<file path="src/rtl/quantum_scheduler.sv">
// quantum_scheduler: preemption timer and round-robin context controller.
// Times the running process's slice and saves its PC in a per-process table.
// Requests a jump to the scheduler routine, then picks the next ready slot.
// Supplies the restore PC when scheduler software commits the switch.
// Optional build macro: SCHED_IO_BLOCK_EN adds the io_block / io_wake ports.
//
// state    | meaning
// ---------+-----------------------------------------------------------
// IDLE     | preemption disabled, quantum counter held
// RUN      | process running, quantum counting
// PREEMPT  | troca_contexto=11, waiting for the CPU to take the jump
// SELECT   | round-robin scan, one candidate slot per cycle
// WAIT_SW  | scan done, waiting for the software change-process instruction
// DISPATCH | troca_contexto=01 for one cycle, pc_restore is valid
module quantum_scheduler #(
   parameter int NUM_PROC = 8,
   parameter int PID_W    = 3,
   parameter int QUANTUM  = 100,
   parameter int PC_W     = 32
) (
   input  logic             clock,
   input  logic             reset,
   input  logic             enable,
   input  logic             pause,
   input  logic             cfg_we,
   input  logic [PID_W-1:0] cfg_pid,
   input  logic             cfg_ready,
   input  logic             switch_req,
   input  logic [PID_W-1:0] switch_pid,
   input  logic [PC_W-1:0]  pc_in,
   input  logic             switch_ack,
`ifdef SCHED_IO_BLOCK_EN
   input  logic             io_block,
   input  logic             io_wake,
   input  logic [PID_W-1:0] io_wake_pid,
`endif
   output logic [1:0]       troca_contexto,
   output logic [PID_W-1:0] processo_atual,
   output logic [PID_W-1:0] processo_proximo,
   output logic [PC_W-1:0]  pc_restore,
   output logic [15:0]      quantum_count,
   output logic             no_ready
);

   typedef enum logic [2:0] {
      IDLE     = 3'd0,
      RUN      = 3'd1,
      PREEMPT  = 3'd2,
      SELECT   = 3'd3,
      WAIT_SW  = 3'd4,
      DISPATCH = 3'd5
   } stateT;

   stateT             state;
   logic [NUM_PROC-1:0] readyTbl;
   logic [PC_W-1:0]   pcTbl [NUM_PROC];
   logic [PID_W-1:0]  scanPid;
   logic [PID_W-1:0]  scanCnt;

   logic              expiry;
   logic              ioBlockHit;
   logic [15:0]       countInc;
   logic [PC_W-1:0]   yieldRestore;

   // Slice ends on the last counting cycle; a paused cycle never expires.
   assign expiry   = (quantum_count == 16'(QUANTUM - 1)) && !pause;
   // Saturating increment so a long-running count never wraps to zero.
   assign countInc = (quantum_count == 16'hFFFF) ? quantum_count : quantum_count + 16'd1;
   // A yield back to the running pid must see the PC being saved this same cycle.
   assign yieldRestore = (switch_pid == processo_atual) ? pc_in : pcTbl[switch_pid];

`ifdef SCHED_IO_BLOCK_EN
   // Blocking only counts when the RUN branch would not take a yield or disable first.
   assign ioBlockHit = (state == RUN) && enable && !switch_req && io_block;
`else
   assign ioBlockHit = 1'b0;
`endif

   // Process ready table; cfg_we is applied last so it wins over I/O updates.
   always_ff @(posedge clock or negedge reset) begin
      if (!reset) begin
         readyTbl <= NUM_PROC'(1);
      end else begin
`ifdef SCHED_IO_BLOCK_EN
         if (ioBlockHit)
            readyTbl[processo_atual] <= 1'b0;
         if (io_wake)
            readyTbl[io_wake_pid] <= 1'b1;
`endif
         if (cfg_we)
            readyTbl[cfg_pid] <= cfg_ready;
      end
   end

   // Scheduler FSM with registered outputs and the saved-PC table.
   always_ff @(posedge clock or negedge reset) begin
      if (!reset) begin
         state            <= IDLE;
         troca_contexto   <= 2'b00;
         processo_atual   <= '0;
         processo_proximo <= '0;
         pc_restore       <= '0;
         quantum_count    <= '0;
         no_ready         <= 1'b0;
         scanPid          <= '0;
         scanCnt          <= '0;
         for (int i = 0; i < NUM_PROC; i++)
            pcTbl[i] <= '0;
      end else begin
         case (state)
            IDLE: begin
               if (enable) begin
                  quantum_count <= '0;
                  state         <= RUN;
               end
            end

            RUN: begin
               if (switch_req) begin
                  // Voluntary yield takes priority over expiry; PC saved once.
                  pcTbl[processo_atual] <= pc_in;
                  processo_atual        <= switch_pid;
                  pc_restore            <= yieldRestore;
                  quantum_count         <= '0;
                  troca_contexto        <= 2'b01;
                  state                 <= DISPATCH;
               end else if (!enable) begin
                  state <= IDLE;
               end else begin
                  if (!pause)
                     quantum_count <= countInc;
                  if (expiry || ioBlockHit) begin
                     pcTbl[processo_atual] <= pc_in;
                     troca_contexto        <= 2'b11;
                     state                 <= PREEMPT;
                  end
               end
            end

            PREEMPT: begin
               if (switch_ack) begin
                  troca_contexto <= 2'b00;
                  scanPid        <= processo_atual + PID_W'(1);
                  scanCnt        <= '0;
                  state          <= SELECT;
               end
            end

            SELECT: begin
               if (readyTbl[scanPid]) begin
                  processo_proximo <= scanPid;
                  no_ready         <= 1'b0;
                  state            <= WAIT_SW;
               end else if (scanCnt == PID_W'(NUM_PROC - 2)) begin
                  // Every other slot checked; stay on the current process.
                  processo_proximo <= processo_atual;
                  no_ready         <= 1'b1;
                  state            <= WAIT_SW;
               end else begin
                  scanPid <= scanPid + PID_W'(1);
                  scanCnt <= scanCnt + PID_W'(1);
               end
            end

            WAIT_SW: begin
               if (switch_req) begin
                  processo_atual <= switch_pid;
                  pc_restore     <= pcTbl[switch_pid];
                  quantum_count  <= '0;
                  troca_contexto <= 2'b01;
                  state          <= DISPATCH;
               end
            end

            DISPATCH: begin
               troca_contexto <= 2'b00;
               quantum_count  <= '0;
               state          <= RUN;
            end

            default: begin
               troca_contexto <= 2'b00;
               state          <= IDLE;
            end
         endcase
      end
   end

endmodule
</file>
<file path="config.mk">
export PLATFORM = sky130hd
export DESIGN_NAME = quantum_scheduler
export DESIGN_NICKNAME = d
export VERILOG_FILES = /design/src/rtl/quantum_scheduler.sv
export SDC_FILE = /design/constraint.sdc
export NUM_CORES = 1
export LEC_CHECK = 0
export CAP_MARGIN = 20
export CELL_PAD_IN_SITES_DETAIL_PLACEMENT = 0
export CELL_PAD_IN_SITES_GLOBAL_PLACEMENT = 2
export CORE_UTILIZATION = 43
export DETAILED_ROUTE_END_ITERATION = 16
export MAX_ROUTING_LAYER = met4
export PLACE_DENSITY_LB_ADDON = 0.1
export RECOVER_POWER = 25
export SYNTH_ARGS = -nofsm -noshare
export SYNTH_HDL_FRONTEND = slang
export SYNTH_SLANG_ARGS = --single-unit
</file>
<file path="constraint.sdc">
create_clock -name clock -period 3.3 [get_ports clock]
set_input_delay 0.66 -clock clock [delete_from_list [all_inputs] [get_ports clock]]
set_output_delay 0.66 -clock clock [all_outputs]
set_load 0.02 [all_outputs]
</file>
**Word level (Yosys, flattened, before mapping)**

Cells that the tools add are included.

- Flip-flop bits (word level): 330
- Output and inout bits: 57

- Add/sub/neg operators: 4
- Order comparisons: 6
- Eq/ne operators: 21
- Mux-type cells: 52
- Bitwise gates (word level): 3
- Reductions and logical operators: 21

Operator list:

| cell | count |
|---|---|
| $mux 256 | 3 |
| $bwmux 256 | 1 |
| $mux 32 | 6 |
| $bmux 32 s3 | 1 |
| $demux 32 s3 | 1 |
| $mux 16 | 6 |
| $pmux 16 s4 | 1 |
| $pmux 32 s2 | 1 |
| $mux 3 | 16 |
| $pmux 3 s6 | 1 |
| $add 16x1->16 const B | 1 |
| $eq 16x16->1 const B | 1 |
| $eq 16x7->1 const B | 1 |
| $ne 3x3->1 const B | 5 |
| $ne 2x2->1 const B | 6 |
| $pmux 3 s2 | 2 |
| $mux 2 | 5 |
| $reduce_and 5->1 | 2 |
| $reduce_bool 2->1 | 5 |
| $add 3x1->3 const B | 3 |
| $eq 3x3->1 const B | 3 |
| $bwmux 8 | 1 |
| $ge 4x4->1 const B | 2 |
| $lt 3x4->1 const B | 2 |
| 21 further kinds | 31 |

**Depth between registers and ports, before layout**

- Depth in word-level cells: 9
- Mapped depth: 10

**Worst setup path after synthesis**

No wires, ideal clock.

- Path type: input port to flip-flop
- From: input port pause
- To: register pcTbl[65] in the netlist's numbering
- Library setup time: 0.125 ns
- Data arrival time: 2.721 ns
- Slack: 0.454 ns
- Stages on the path: 6
- Buffers on the path: 1
- Path through: or4_1 > nor4_4 > a21oi_4 > nor4b_4 > buf_6 > mux2_4

- Word-level cells in the longest chain between the ends: 4

RTL lines:

| what | RTL line | text |
|---|---|---|
| start: declaration | 24 | `input logic pause,` |
| $logic_not 1->1 | - |  |
| $logic_and 1x1->1 | 66 | `assign expiry = (quantum_count == 16'(QUANTUM - 1)) && !pause;` |
| $reduce_bool 2->1 (no source line) | - |  |
| $reduce_and 3->1 (no source line) | - |  |
| end signal: indexed assignment | 121 | `pcTbl[processo_atual] <= pc_in;` |
| end signal: indexed assignment | 133 | `pcTbl[processo_atual] <= pc_in;` |
| end: declaration | 56 | `logic [PC_W-1:0] pcTbl [NUM_PROC];` |

No other way between the ends.
A chain may end at the register's enable or synchronous reset.

**Worst setup path in the final report**

- From: register quantum_count[10]
- To: register pcTbl[169] in the netlist's numbering

- Word-level cells in the longest chain between the ends: 4

RTL lines:

| what | RTL line | text |
|---|---|---|
| start: declaration | 41 | `output logic [15:0] quantum_count,` |
| start signal: assignment | 131 | `quantum_count <= countInc;` |
| $eq 16x7->1 | 66 |  |
| $logic_and 1x1->1 | 66 |  |
| $reduce_bool 2->1 (no source line) | - |  |
| $reduce_and 3->1 (no source line) | - |  |

No other way between the ends.

==> results.toml <==
[cts]
cts_hold_buffers = 0
cts_setup_buffers = 0
clock_sinks = 330
clkTransAtPathRegs_ns = 0.06
cts_resized = 0
clk-insertion-delay-late_ns = 0.53
tritoncts = "done"
cts_htree_levels = 2
tritoncts.num_buffers = 38
cts_buffer_depth = 3
cts-root-buf = "clkbuf_16"

[die]
row_count = 69
die_h_um = 194
die-width_um = 194
start_util_pct = 44.1
ios = 103
die_area_um2 = 37600
core_um2 = 35900

[timing]
period_share_pct = 89.0
slew_viol_final = 69
grt_setup_unrepaired = "no"
slew_headroom_pct = -20.5
hold_ws_ns = 0.476
hold_viol_final = 0
finalClockSkew_ns = 0.0202
fin_tns_setup_ns = 0
tightestPinTransition_ns = 1.81
finalSetupViolCount = 0
min_period_ns = 2.94
max_freq_mhz = 340

[global_routing]
first_global_vias = 10000
gr-usage-all-layers_pct = 20.0
grt_antenna_before_repair = 1
grt_overflow = 0
grt_first_pass_wirelength_mm = 58.0
grt_max_degree = 87

[critical_path]
rr_worst_depth = 7
startpoint_type = "flip-flop"
end_kind = "flip-flop"
rrSetupSlack_ns = 0.36
worstSetupPathType = "flip-flop to flip-flop"
crit_arrival_ns = 3.33
r2r_end = "pcTbl[169]"
required_ns = 3.70
crit_fanout = 8
timing.rr.start = "quantum_count[10]"

[place]
placedInstanceArea_um2 = 17600
place_inst = 1647
port_buffers = 102
dp_hpwl_mm = 21.9
gp_congestion = 0.734

[synth]
synth.distinct_cells = 63
synthFlopType = "dfrtp_1"
synth.area.top_cells = "dfrtp_1 52%, mux2_2 12%, mux4_2 9.2%"
ys_seq_area_share_pct = 52.1
syn_area_per_cell_um2 = 14.3
syn-num-nets = 1155
synth_edf_count = 0
ys_ff_latch = 330
netlist_instances = 1105
synth_top_area_share_pct = 52.0
ys_warn_count = 0
yosysTopAreaCell = "dfrtp_1"
syn-cell-area_um2 = 15800
async_flop_share_pct = 100

[hold_path]
min_from = "pc_restore[22]"
holdPathEnd = "pc_restore[22]"
hold_depth = 2
hold_path_class = "flip-flop to flip-flop"

[layout]
synthToLayoutAreaGrowth_pct = 18.5
stdcell_area_um2 = 18800
final_cells = 1715
layout.nets = 1276
drive_above_1_share_pct = 36.4

[routing]
detail-route-antenna-nets = 0
wire_per_inst_um = 20.4
drc_errors = 0
vias = 9385
first_pass_iters = 4
drtIter0Drc = 348
viasPerCell = 5.47
routed_wl_mm = 35.1

[power_and_ir_drop]
power.total_uw = 16400
powerDensity_nw_per_um2 = 872
p_leak_uw = 0.00801
irDropWorstVdd_v = 0.000448

[status]
status = "finished, violations left"
violations = "capacitance limit, slew limit"

[run]
maxCapViolations = 1
==> power breakdown <==
group	switching [uW]	internal [uW]	leakage, uW
Clock	1640	2410	0.000591
Combinational	2180	3310	0.00333
Sequential	1000	5830	0.00409
Total	4820	11500	0.00801
==> synth_stat cells, types with 6 or more instances <==
library cell	number
a21oi_1	14
buf_1	6
buf_6	22
clkbuf_1	37
dfrtp_1	329
inv_1	6
mux2_1	6
mux2_2	173
mux2_4	90
mux2i_1	38
mux4_2	65
nand2_1	85
nand2b_1	7
nand3_1	8
nand4_1	7
nor2_1	30
nor3_1	7
o21ai_0	75
o31ai_1	6
xnor2_1	12
==> worst max-delay path, stage by stage, from the launching register on <==
cell and delay (ns):
dfrtp_1 0.46, or4_1 0.63, nor4_4 0.44, a21oi_4 0.23
nor4_4 0.36, buf_4 0.23, buf_4 0.14, mux2_2 0.33
==> cell usage in the layout, fill, tap and decap left out, types with 16 or more instances in the layout <==
| cell | count |
|---|---|
| mux2_4 | 90 |
| buf_4 | 33 |
| clkbuf_16 | 39 |
| mux4_2 | 65 |
| buf_12 | 16 |
| o21ai_0 | 75 |
| nand2_1 | 84 |
| clkdlybuf4s50_1 | 98 |
| mux2_2 | 173 |
| dfrtp_1 | 329 |
| nor2_1 | 30 |
| mux2i_1 | 38 |
==> per-stage QoR <==
step | setup slack [ns] | utilization (%)
after detailed placement | -0.156 | 49.1
final | 0.363 | 52.3
after CTS | 0.342 | 52.4
after global placement | -0.158 | 49.1
after global routing | 0.210 | 52.3
after floorplan | 0.454 | -
==> how the worst max path moves through the flow <==
stage | slack, ns | startpoint | end
3_3_place_gp | -0.16 | pause | pcTbl[177]
4_1_cts | 0.34 | quantum_count[10] | pcTbl[169]
2_1_floorplan | 0.45 | pause | pcTbl[65]
6_report | 0.36 | quantum_count[10] | pcTbl[169]
3_5_place_dp | -0.16 | pause | pcTbl[179]
5_1_grt | 0.21 | reset | pc_restore[16]
==> state kept, by name (all words and copies together) (netlist names) <==
register          count
scanPid               3
scanCnt               3
quantum_count        16
state                 3
processo_atual        3
readyTbl              8
troca_contexto        2
no_ready              1
processo_proximo      3
pcTbl               256
pc_restore           32
==> cell families (layout without fill, tap and decap cells) <==
kind of cell | after synthesis | after routing | synth area share (%)
multiplexers | 372 | 372 | 32.9
flip-flops | 330 | 330 | 52.1
other | 0 | 1 | 0
buffers and inverters | 77 | 225 | 2.96
AND/OR/NAND/NOR | 184 | 184 | 6.36
adder cells (fa/ha/maj) | 4 | 4 | 0.316
AO/OA/AOI/OAI | 125 | 125 | 4.63
XOR/XNOR | 13 | 13 | 0.719
==> layout make-up <==
cell class / count / area, um^2
Multi-Input combinational cell: 698 / 7140
Inverter: 6 / 22.5
Timing Repair Buffer: 152 / 1580
Antenna cell: 1 / 2.50
Tap cell: 461 / 577
Clock inverter: 9 / 73.8
Fill cell: 3097 / 17100
Clock buffer: 58 / 1120
Sequential cell: 330 / 8260
==> per-layer routing <==
| metal | global-route usage [%] | share of wire [%] | vias up |
|---|---|---|---|
| met5 | - | 0 | - |
| met4 | 4.29 | 1.5 | 0 |
| met3 | 2.92 | 2.9 | 40 |
| met2 | 30.9 | 47 | 109 |
| met1 | 28.0 | 49 | 4915 |
| li1 | - | - | 4321 |
Note: power is estimated with default switching activity, not from simulation.
==> variant 1 (same settings) <==
Add a define of `SCHED_IO_BLOCK_EN`.
--- a/src/rtl/quantum_scheduler.sv
+++ b/src/rtl/quantum_scheduler.sv
@@ -13,4 +13,6 @@
 // WAIT_SW  | scan done, waiting for the software change-process instruction
 // DISPATCH | troca_contexto=01 for one cycle, pc_restore is valid
+`define SCHED_IO_BLOCK_EN
+
 module quantum_scheduler #(
    parameter int NUM_PROC = 8,
Interface: changed (added io_block, io_wake and io_wake_pid); port bits go from 103 to 108. The function was not compared with the original's and may differ.
==> variant 1 against the original RTL <==
The run still ends with max-capacitance violations, max-slew violations left; sequential cell count is the same; synthesized area down 1.9%; setup slack better by 170 ps; combinational power grew 2%; die area shrank 1.9%; wire length increased by 5.8%; power rose by 1.8%; clock skew is 1.0 ps lower; clock power grew 3%; first-iteration DRC count is 11% higher; count of clock-buffer cells in the layout decreased by 1; design area fell by 0.67%; synthesized cell count down 2.3%.
==> variant 1: results (changes against the original RTL) <==
| Metric | Value |
|---|---|
| Vias in the first global route | `10050 (+0.19%)` |
| Synth Area in Adders | `0.3220% (+0.0062 points)` |
| Run status | `complete, but fails checks` |
| Placed cell areas | `0.01745 mm² (-0.97%)` |
| Worst vdd ir | `0.0004449 V (-0.60%)` |
| Static Leak | `8.000 nW (-0.18%)` |
| Number of cells after detailed placement | `1628 (-1.2%)` |
| Post-synthesis xor/xnor area fraction | `0.5072% (-0.21 points)` |
| Max cap viols | `1 (unchanged)` |
| Antenna Cells | `0 (-1)` |
| Ranking of synthesized cells by area | `dfrtp_1 (53%), mux2_2 (14%), mux4_2 (9.7%), mux2_4 (5.8%), mux2i_1 (2.2%)` |
| NumNets Final | `1262 (-1.1%)` |
| Initial antenna violation count | `0 (-1)` |
| Fin. max-slew vios | `58 (-16%)` |
| Iter 0 DRT Violations | `386 (+11%)` |
| Largest stage delay, worst path | `580 ps (-50 ps)` |
| Clk_skew | `19.15 ps (-1.033 ps)` |
| First-pass GRT wire length | `59200 µm (+2.0%)` |
| Non-Filler Instances | `1696 (-1.1%)` |
| Wire per inst | `21.86 µm (+6.9%)` |
| Buffers on Ports | `107 (+4.9%)` |
| Share of layout cells above drive strength 1 | `36.03% (-0.36 points)` |
| Failing checks | `max-capacitance violations, max-slew violations` |
| Multiplexer area fraction after synthesis | `32.18% (-0.70 points)` |
| Final GP Congestion | `0.8030 (+9.4%)` |
| Mean post-synth cell area | `14.39 µm² (+0.35%)` |
| Largest net degree at the start of global routing | `80 (-8.0%)` |
[variant 1: critical path, delay by kind of cell (launching register included)]
kind | cells | cell delay (ps)
and+or+nand+nor | 3 | 1440
muxes | 1 | 320
DFF | 1 | 470
buffers and inverters | 1 | 230
AOI/OAI and AO/OA | 1 | 170
[variant 1: report_power, final]
part           leakage, nW  switching [mW]  internal [mW]  total, mW
clock                0.610            1.66           2.50       4.16
combinational         3.32            2.28           3.31       5.59
sequential            4.07            1.04           5.88       6.93
total                 8.00            4.98           11.7       16.7
[variant 1: cells by family after synthesis]
kind of cell | after synthesis
AOI/OAI and AO/OA | 147
xor gates and xnor gates | 9
adders and majority gates | 4
buffers and inverters | 79
DFF | 330
muxes | 361
and+or+nand+nor | 150
[variant 1: path summary, 6_finish.rpt]
path	cells after the start	to	slack (ps)	start
min in group asynchronous	1	readyTbl[7]	580	reset
max reg2reg	6	pcTbl[61]	540	quantum_count[3]
max	6	pcTbl[61]	540	quantum_count[3]
max in group asynchronous	2	pcTbl[78]	790	reset
min	1	pcTbl[111]	480	pcTbl[111]
min reg2reg	1	pcTbl[111]	480	pcTbl[111]
[variant 1: routing by layer]
metal	vias up	global-route usage (%)	part of all wire, %	wire length [µm]
met3	57	2.485	3.5	1307
met4	0	4.876	1.9	718
li1	4340	-	-	-
met2	167	33.27	47	17320
met1	5062	30.28	48	17740
met5	-	-	0	0
[variant 1: layout make-up]
class / count / area (µm²)
inverters: 9 / 33.78
clock buffers: 57 / 1114
well taps: 461 / 576.8
repair buffers: 157 / 1574
clock inverters: 11 / 130.1
multi-input cells: 671 / 6962
flip-flops and latches: 330 / 8259
fillers: 3033 / 16920
==> variant 2 (config.mk and constraints unchanged) <==
Without the edit above. Make the reset (`reset`) synchronous in 2 clocked blocks.
--- a/src/rtl/quantum_scheduler.sv
+++ b/src/rtl/quantum_scheduler.sv
@@ -78,5 +78,5 @@
 
    // Process ready table; cfg_we is applied last so it wins over I/O updates.
-   always_ff @(posedge clock or negedge reset) begin
+   always_ff @(posedge clock) begin
       if (!reset) begin
          readyTbl <= NUM_PROC'(1);
@@ -94,5 +94,5 @@
 
    // Scheduler FSM with registered outputs and the saved-PC table.
-   always_ff @(posedge clock or negedge reset) begin
+   always_ff @(posedge clock) begin
       if (!reset) begin
          state            <= IDLE;
Function: not settled (the Yosys comparison gave no result); the edit may change what the design does.
==> variant 2 against the original RTL <==
Setup slack worse by 24 ps; design area down 1.5%; wire length up 6.1%; hold slack worse by 29 ps; synthesized cell count up 3.8%; largest cell class unchanged; sequential cell count unchanged; global-route usage up 2.1 points; via count up 0.66%; synthesized area down 3.4%.
Power is not compared: it rests on default switching activity, and its combinational part moved more than twofold at a synthesized area within 25%.
==> variant 2: results (changes against the original RTL) <==
| Metric | Value |
|---|---|
| Fillers | `2984 (-3.6%)` |
| Ranking of synthesized cells by area | `edfxtp_1 (50%), dfxtp_1 (9.7%), mux4_2 (9.4%), and2_1 (7.5%), mux2i_1 (3.3%)` |
| Hold EP | `processo_proximo[1]` |
| Tightest Pin Transition | `1040 ps (-766.7 ps)` |
| Antenna Cells | `0 (-1)` |
| Initial antenna violation count | `0 (-1)` |
| Worst Path Arrival | `3350 ps (+20 ps)` |
| Top FF cell, synth | `edfxtp_1` |
| Share of layout cells above drive strength 1 | `16.32% (-20 points)` |
| NumNets Final | `1307 (+2.4%)` |
| Largest stage delay, worst path | `550 ps (-80 ps)` |
| Most frequent cells after synthesis | `edfxtp_1 (256), and2_1 (184), nand2_1 (90), nor2_1 (76), dfxtp_1 (74)` |
| Placed cell areas | `0.01721 mm² (-2.3%)` |
| Synth Area in Compound Gates | `6.066% (+1.4 points)` |
| Place WS | `-15.85 ps (+139.9 ps)` |
| Worst R2R Path Depth | `8 (+1)` |
| Drt first pass iters | `5 (+1)` |
| R2r endpoint | `pcTbl[1][15]` |
| Run status | `complete, no violations` |
| Largest net degree at the start of global routing | `65 (-25%)` |
| GR Util All Layers | `22.02% (+2.1 points)` |
| Post-Layout Inst Area | `0.01850 mm² (-1.5%)` |
| Routed wire length | `37220 µm (+6.1%)` |
| Iter 0 DRT Violations | `590 (+70%)` |
| Hold path start | `processo_proximo[1]` |
| Clk_skew | `19.40 ps (-0.7776 ps)` |
| Post-synth EDFFs | `256 (+256)` |
| Via count | `9447 (+0.66%)` |
| CP max stage cell | `clkbuf_1` |
| WHS | `447.3 ps (-28.75 ps)` |
| Gate count after technology mapping | `1147 (+3.8%)` |
-- variant 2: cell count changes after synthesis, sizes merged, moves of 17 or more --
cell | unedited run | this run
and2 | 4 | 184
dfxtp | 0 | 74
nor2 | 30 | 96
edfxtp | 0 | 256
clkbuf | 37 | 54
dfrtp | 329 | 0
o21ai | 76 | 48
mux2 | 269 | 2
o2bb2ai | 1 | 32
-- variant 2: cell type report --
class / instances / area share (%)
Clock buffer: 50 / 5.769
Timing Repair Buffer: 149 / 8.399
Inverter: 7 / 0.1420
Tap cell: 455 / 3.077
Multi-Input combinational cell: 731 / 31.30
Clock inverter: 20 / 1.752
Sequential cell: 330 / 49.56
-- variant 2: routing by layer --
layer	wire, µm	track usage, %	up-vias
met2	18360	36.18	187
met1	16850	29.17	4746
met3	1411	2.760	43
met5	0	-	-
met4	600	5.077	0
li1	-	-	4471
